$ cat src/rtl/serial_sub_sequencer_pkg.sv
// Shared encodings for the bit-serial subtract/decrement unit.
// Holds the FSM state type and the mode select constants.
package serial_sub_sequencer_pkg;

  typedef enum logic [1:0] {
    ST_IDLE  = 2'd0,
    ST_SHIFT = 2'd1,
    ST_DONE  = 2'd2
  } state_t;

  localparam logic MODE_SUB = 1'b0;
  localparam logic MODE_DEC = 1'b1;

endpackage

$ cat src/rtl/serial_sub_sequencer_full_subtractor.sv
// One-bit full-subtractor cell: diff = min - sub - bin, with borrow out.
module full_subtractor (
  input  logic min,
  input  logic sub,
  input  logic bin,
  output logic diff,
  output logic bout
);

  logic w_x;

  assign w_x  = min ^ sub;
  assign diff = w_x ^ bin;
  assign bout = (~min & sub) | (~w_x & bin);

endmodule

$ cat src/rtl/serial_sub_sequencer.sv
// Bit-serial A-B / A-1 unit: one full-subtractor cell sequenced LSB first
// across WIDTH bits, with a start/busy/done handshake.
module serial_sub_sequencer
  import serial_sub_sequencer_pkg::*;
#(
  parameter int WIDTH = 8
) (
  input  logic             clk,
  input  logic             rst,
  input  logic             start,
  input  logic             mode,
  input  logic [WIDTH-1:0] a,
  input  logic [WIDTH-1:0] b,
  output logic             busy,
  output logic             done,
  output logic [WIDTH-1:0] result,
  output logic             bout,
  output logic             zero
);

  localparam int CNT_W = (WIDTH > 1) ? $clog2(WIDTH) : 1;
  localparam logic [CNT_W-1:0] LAST_BIT = CNT_W'(WIDTH - 1);

  state_t           r_state;
  logic [WIDTH-1:0] r_a_sr;
  logic [WIDTH-1:0] r_b_sr;
  logic             r_borrow_ff;
  logic [CNT_W-1:0] r_cnt;

  logic             w_diff;
  logic             w_borrow;
  logic [WIDTH-1:0] w_next_result;

  full_subtractor u_cell (
    .min  (r_a_sr[0]),
    .sub  (r_b_sr[0]),
    .bin  (r_borrow_ff),
    .diff (w_diff),
    .bout (w_borrow)
  );

  // Result fills from the MSB so after WIDTH shifts the LSB-first bits land in place.
  assign w_next_result = {w_diff, result[WIDTH-1:1]};

  // NOTE: every register here updates with <= so all reads in this block see
  // pre-edge values, matching the hardware flip-flops regardless of statement order.
  always_ff @(posedge clk) begin
    if (rst) begin
      r_state     <= ST_IDLE;
      r_a_sr      <= '0;
      r_b_sr      <= '0;
      r_borrow_ff <= 1'b0;
      r_cnt       <= '0;
      busy        <= 1'b0;
      done        <= 1'b0;
      result      <= '0;
      bout        <= 1'b0;
      zero        <= 1'b0;
    end else begin
      case (r_state)
        ST_IDLE: begin
          done <= 1'b0;
          if (start) begin
            r_a_sr      <= a;
            r_b_sr      <= (mode == MODE_DEC) ? '0 : b;
            r_borrow_ff <= mode;
            r_cnt       <= '0;
            busy        <= 1'b1;
            r_state     <= ST_SHIFT;
          end
        end
        ST_SHIFT: begin
          result      <= w_next_result;
          r_a_sr      <= r_a_sr >> 1;
          r_b_sr      <= r_b_sr >> 1;
          r_borrow_ff <= w_borrow;
          r_cnt       <= r_cnt + 1'b1;
          if (r_cnt == LAST_BIT) begin
            bout    <= w_borrow;
            zero    <= (w_next_result == '0);
            busy    <= 1'b0;
            done    <= 1'b1;
            r_state <= ST_DONE;
          end
        end
        ST_DONE: begin
          done    <= 1'b0;
          r_state <= ST_IDLE;
        end
        default: begin
          busy    <= 1'b0;
          done    <= 1'b0;
          r_state <= ST_IDLE;
        end
      endcase
    end
  end

endmodule

$ cat config.mk
export PLATFORM = sky130hd
export DESIGN_NAME = serial_sub_sequencer
export DESIGN_NICKNAME = d
export VERILOG_FILES = /design/src/rtl/serial_sub_sequencer_pkg.sv /design/src/rtl/serial_sub_sequencer_full_subtractor.sv /design/src/rtl/serial_sub_sequencer.sv
export SDC_FILE = /design/constraint.sdc
export NUM_CORES = 1
export LEC_CHECK = 0
export BUFFER_PORTS_ARGS = -buffer_cell sky130_fd_sc_hd__buf_2
export CORE_UTILIZATION = 40
export CTS_CLUSTER_SIZE = 12
export DETAILED_ROUTE_END_ITERATION = 6
export GPL_ROUTABILITY_DRIVEN = 0
export PLACE_DENSITY_LB_ADDON = 0.15
export REMOVE_ABC_BUFFERS = 1
export SLEW_MARGIN = 20
export SYNTH_ARGS = -nofsm -noshare
export SYNTH_HDL_FRONTEND = slang
export SYNTH_SLANG_ARGS = --single-unit
$ cat constraint.sdc
create_clock -name clk -period 4.4 [get_ports clk]
set_clock_uncertainty 0.2 [all_clocks]
set_input_delay 0.22 -clock clk [delete_from_list [all_inputs] [get_ports clk]]
set_output_delay 0.22 -clock clk [all_outputs]
set_load 0.01 [all_outputs]
==> results of run 1 <==
[state kept, by name, indices dropped and copies added (netlist names)]
| name | flops |
|---|---|
| busy | 1 |
| r_cnt | 3 |
| r_b_sr | 8 |
| zero | 1 |
| bout | 1 |
| result | 8 |
| r_state | 2 |
| r_a_sr | 8 |
| r_borrow_ff | 1 |
| done | 1 |
[cell usage after synthesis]
| master | number |
|---|---|
| a311oi_2 | 1 |
| and2b_1 | 1 |
| a22oi_1 | 9 |
| buf_6 | 2 |
| nor2_1 | 15 |
| a32oi_1 | 2 |
| clkbuf_1 | 6 |
| clkbuf_2 | 1 |
| nand2_1 | 25 |
| nor4_1 | 1 |
| a21o_1 | 1 |
| ha_1 | 2 |
| inv_1 | 2 |
| nor3b_1 | 1 |
| nor3_1 | 2 |
| nand2b_1 | 5 |
| a21oi_1 | 18 |
| o32ai_1 | 1 |
| o21bai_2 | 1 |
| nand3_1 | 1 |
| nand3b_1 | 9 |
| o21ba_2 | 1 |
| o21ai_0 | 7 |
| a311oi_1 | 1 |
| a211oi_1 | 7 |
| or2_2 | 1 |
| dfxtp_1 | 34 |
| buf_2 | 1 |
| buf_4 | 4 |
| o211ai_1 | 1 |
| nor2b_1 | 8 |
| fa_1 | 1 |
[cell type report]
type,count,area (um2),share of cell area (%)
well taps,46,57.6,3.19
repair buffers,38,225,12.5
multi-input cells,122,718,39.9
inverters,2,7.51,0.417
clock inverters,1,30.0,1.67
clock buffers,6,82.6,4.58
flip-flops and latches,34,681,37.8
[power by group through the flow]
stage,clock network [mW],registers [mW],logic [mW]
after floorplan,0,0.340,0.0464
after global placement,0,0.341,0.0707
after detailed placement,0,0.342,0.0731
after CTS,0.293,0.335,0.0779
after global routing,0.308,0.337,0.0876
final,0.288,0.335,0.0773
[metrics by stage]
step | total power [mW] | instances | worst slack (ps)
floorplan | 0.386 | 158 | 2620
global placement | 0.412 | 235 | 2350
detailed placement | 0.415 | 235 | 2240
CTS | 0.705 | 249 | 2230
global route | 0.733 | 249 | 2080
finish | 0.701 | 249 | 2220
[tightest hold or removal path: cells and delay by family]
kind / cells / cell delay [ps]
AOI/OAI and AO/OA: 1 / 80
buffers and inverters: 1 / 80
and+or+nand+nor: 1 / 80
[kinds of logic (layout without fill, tap and decap cells)]
group / count (synthesis) / in the layout / share of synthesized area, %
AOI/OAI and AO/OA: 50 / 50 / 22.2
and+or+nand+nor: 69 / 69 / 22.9
buffers and inverters: 16 / 47 / 6.21
adders and majority gates: 3 / 3 / 3.02
DFF: 34 / 34 / 45.6
[worst paths after layout]
kind | startpoint | to
hold reg to reg | result[0] | result[0]
setup / recovery | r_state[0] | r_a_sr[2]
hold / removal | a[7] | r_a_sr[7]
setup reg to reg | r_state[0] | r_a_sr[2]
[layer usage]
metal / vias to the layer above / wire (um) / part of all wire (%)
met3: 5 / 177 / 5.9
met5: - / 0 / 0
li1: 661 / - / -
met4: 0 / 31 / 1.0
met1: 588 / 1530 / 51
met2: 31 / 1250 / 42
[repair_timing]
item / CTS / global route
hold endpoints to repair: 7 / 0
hold buffers: 7 / 0
setup endpoints to repair: 0 / 0
==> run summary, run 1 <==
CTS tree = yes
Met3 Track Usage GR = 6.70%
Post-CTS Resized = 0
First drt pass iteration count = 4
Detailed Route WL = 2980 um
Crit Path Max Fanout = 24
Die W = 63.1 um
Initial Util = 43.3%
Crit. End Element = register
Vias = 1285
Synth top area share = 45.6%
Diode count = 0
Initial antenna violation count = 0
Commonest non-fill, non-tap cell in the layout = dfxtp_1
Cell taking the most area after synthesis = dfxtp_1
Critical Path Max Stage Delay = 790 ps
Cells after synthesis = 172
Fraction of power spent switching nets = 23.2%
Row cnt = 21
Cell with the largest stage delay on the worst path = dfxtp_1
H-tree levels = 2
Max_cap viols = 0
Reg2Reg Setup Slack = 2220 ps
Vias in the first global route = 1132
Final Util = 52.3%
DP Area = 1620 um2
Clock-pin slew on the worst setup and hold paths = 60 ps
Max_slew headroom = 51.3%
Switching power = 0.163 mW
Hold crit path type = input pin to register
Yosys cell types = 32
Sequential power share = 47.8%
Clock sinks = 34
Sequential area share after synthesis = 45.6%
Final Instance Area = 1800 um2
Synth Register Bits = 34
RSZ-0062 raised after global routing = false
Total CTS buffers = 5
Fin crit share = 49.5%
Vias/cell = 5.16
Syn Area/Cell = 8.67 um2
Nets = 226
Drc violations = 0
PortBufs = 31
VDD IR max = 0.297 mV
Aggregate global-route resource usage = 15.9%
Top delay family on crit path = flip-flops
I/O pin total = 32
Leak pwr = 0.726 nW
Largest net degree at the start of global routing = 36
Critical Path, Cell by Cell = and2b_1, a21oi_1, a211oi_1
Synth top area cells = dfxtp_1, nand2_1, a21oi_1
Final HPWL DP = 1980 um
Core area = 3440 um2
Sum of negative setup slack = 0 ps
Status = complete, no violations
Startpoint types = register
Internal Power = 0.538 mW
First-pass GRT wire length = 4930 um
Crit. path cell count = 3
GR Util met2 = 24.5%
Per-cell routed wire length = 12.0 um
Gr ovfl total = 0
Hold Path Depth = 3
Crit path buf inv count = 0
Post-layout minimum cycle time = 2180 ps
Fmax = 0.459 GHz
DR iter-0 viols = 49
Worst-Margin Slew = 730 ps
Cell Area, Synth = 1490 um2
Power share of the combinational group = 11.0%
Yosys warns = 0
R2R cell count = 3
Ratio of cells with drive above 1 in the final layout = 20.7%
Max Root-Sink Buffers = 2
Die footprint = 3980 um2
GRT Max-Usage Layer = met2
CP Data Required Time = 4400 ps
Detail Route Antenna Nets = 0
Count of final setup violators = 0
Crit path DAT = 2170 ps
Final hold slack = 10.8 ps
GR met1 Demand/Resource = 20.4%
Final Hold Vio Count = 0
Post-CTS setup buffers = 0
Die height = 63.1 um
Worst-Skew Late Latency = 280 ps
Pwr per Cell Area = 389 nW/um2
Fin. max-slew vios = 0
Clock Root Buffer = clkbuf_8
Clk network pwr share = 41.2%
Kind of critical path = register to register
Fillers = 343
P&R area growth vs syn = 20.8%
Commonest cells after routing, fill and taps aside = dfxtp_1, buf_2, nand2_1, a21oi_1, nor2_1
No activity file was read; power rests on OpenSTA's default activity.
==> inputs of run 2 (changes only) <==
==> constraint.sdc (replaced) <==
create_clock -name clk -period 2.1 [get_ports clk]
set_clock_uncertainty 0.2 [all_clocks]
set_input_delay 0.105 -clock clk [delete_from_list [all_inputs] [get_ports clk]]
set_output_delay 0.105 -clock clk [all_outputs]
set_load 0.01 [all_outputs]
==> run 2 against run 1 <==
Against the previous run:
- hold slack improved by 28 ps
- flip-flop and latch count did not move
- largest power group unchanged
- highest routed layer unchanged
- combinational power increased to 2.5 times the previous value
- maximum frequency up 11%
==> run summary, run 2 (same netlist as run 1, synthesis figures left out) <==
Status = complete, no violations
Final Util = 55.8%
Count of final setup violators = 0
Final Instance Area = 1920 um2
Clock Root Buffer = clkbuf_8
Pwr per Cell Area = 764 nW/um2
Initial antenna violation count = 0
R2R cell count = 5
Max_cap viols = 0
Critical Path Max Stage Delay = 570 ps
First drt pass iteration count = 4
RSZ-0062 raised after global routing = false
Multi-input gate area = 721 um2
Initial Util = 43.3%
Top Registers = r_a_sr: 8 flops, r_b_sr: 8 flops, result: 8 flops
Diode count = 0
DR iter-0 viols = 65
Gr ovfl total = 0
P&R area growth vs syn = 28.8%
Worst hold start = b[6]
First-pass GRT wire length = 5650 um
Worst-Margin Slew = 365 ps
Clock sinks = 34
Total CTS buffers = 5
H-tree levels = 2
Inst Count DP = 242
Nets = 240
Vias/cell = 5.08
Die height = 63.1 um
I/O pin total = 32
Fin crit share = 93.1%
Kind of critical path = register to register
Detail Route Antenna Nets = 0
DP Area = 1670 um2
Row cnt = 21
Cell with the largest stage delay on the worst path = dlygate4sd3_1
Clock-pin slew on the worst setup and hold paths = 70 ps
Crit path DAT = 1920 ps
Register area = 681 um2
Top delay family on crit path = buffers and inverters
Hold crit path type = input pin to register
Fmax = 0.511 GHz
Commonest cells after routing, fill and taps aside = dfxtp_1, buf_2, nand2_1, a21oi_1, nor2_1
Fillers = 334
R2R Path Start = r_state[0]
Setup crit start = r_state[0]
Max_slew headroom = 75.6%
Die W = 63.1 um
Power, Total = 1.47 mW
Leak pwr = 0.787 nW
Largest net degree at the start of global routing = 25
Final Hold Vio Count = 0
Crit. End Element = register
Worst-Skew Late Latency = 280 ps
CTS tree = yes
Crit path buf inv count = 2
Critical Path, Cell by Cell = o21bai_2, buf_4, a32oi_1, dlygate4sd3_1, nor2_1
Drc violations = 0
VDD IR max = 0.447 mV
Aggregate global-route resource usage = 17.9%
Commonest non-fill, non-tap cell in the layout = dfxtp_1
Final hold slack = 38.4 ps
Crit. path cell count = 5
Final HPWL DP = 2220 um
Startpoint types = register
Max Root-Sink Buffers = 2
Fin worst setup slack = 145 ps
Crit Path Max Fanout = 11
Ratio of cells with drive above 1 in the final layout = 22.5%
Fin. max-slew vios = 0
PortBufs = 31
Per-cell routed wire length = 12.1 um
Final std cells w/o fill = 264
Die footprint = 3980 um2
Core area = 3440 um2
Pre-CTS setup slack = 475 ps
Post-layout minimum cycle time = 1960 ps
Vias = 1340
CP Data Required Time = 2060 ps
Hold Path Depth = 4
Sum of negative setup slack = 0 ps
Detailed Route WL = 3200 um
Vias in the first global route = 1255
[run 2: worst register-to-register path, cell delays in order, from the launching register on]
cell and delay (ps):
dfxtp_1 540, o21bai_2 130, buf_4 180, a32oi_1 170, dlygate4sd3_1 570, nor2_1 40
[run 2: layout make-up]
| class | instances | area share (%) |
|---|---|---|
| multi-input cells | 122 | 37.5 |
| flip-flops and latches | 34 | 35.4 |
| repair buffers | 52 | 18.1 |
| clock buffers | 7 | 3.97 |
| well taps | 46 | 3.00 |
| clock inverters | 1 | 1.56 |
| inverters | 2 | 0.391 |
[run 2: what timing repair did]
action,4_1_cts,5_1_grt
setup buffers,0,0
endpoints found under the hold margin,13,0
hold buffers,14,0
resized for setup,0,1
setup endpoints to repair,0,1
[run 2: per-layer routing]
metal | up-vias | routed length, um | track usage (%)
met3 | 4 | 111 | 4.89
met4 | 0 | 25 | 5.23
met2 | 30 | 1480 | 28.2
met5 | - | 0 | 0
met1 | 619 | 1580 | 23.8
li1 | 687 | - | -
[run 2: path summary, 6_finish.rpt]
check              endpoint  slack, ps
hold reg to reg   result[0]        250
hold / removal    r_b_sr[6]         40
setup reg to reg  r_a_sr[7]        140
setup / recovery  r_a_sr[7]        140
[run 2: power breakdown]
group	leakage (nW)	switching, mW	internal, mW
combinational	0.457	0.100	0.0938
clock	0.0524	0.222	0.355
sequential	0.278	0.0213	0.675
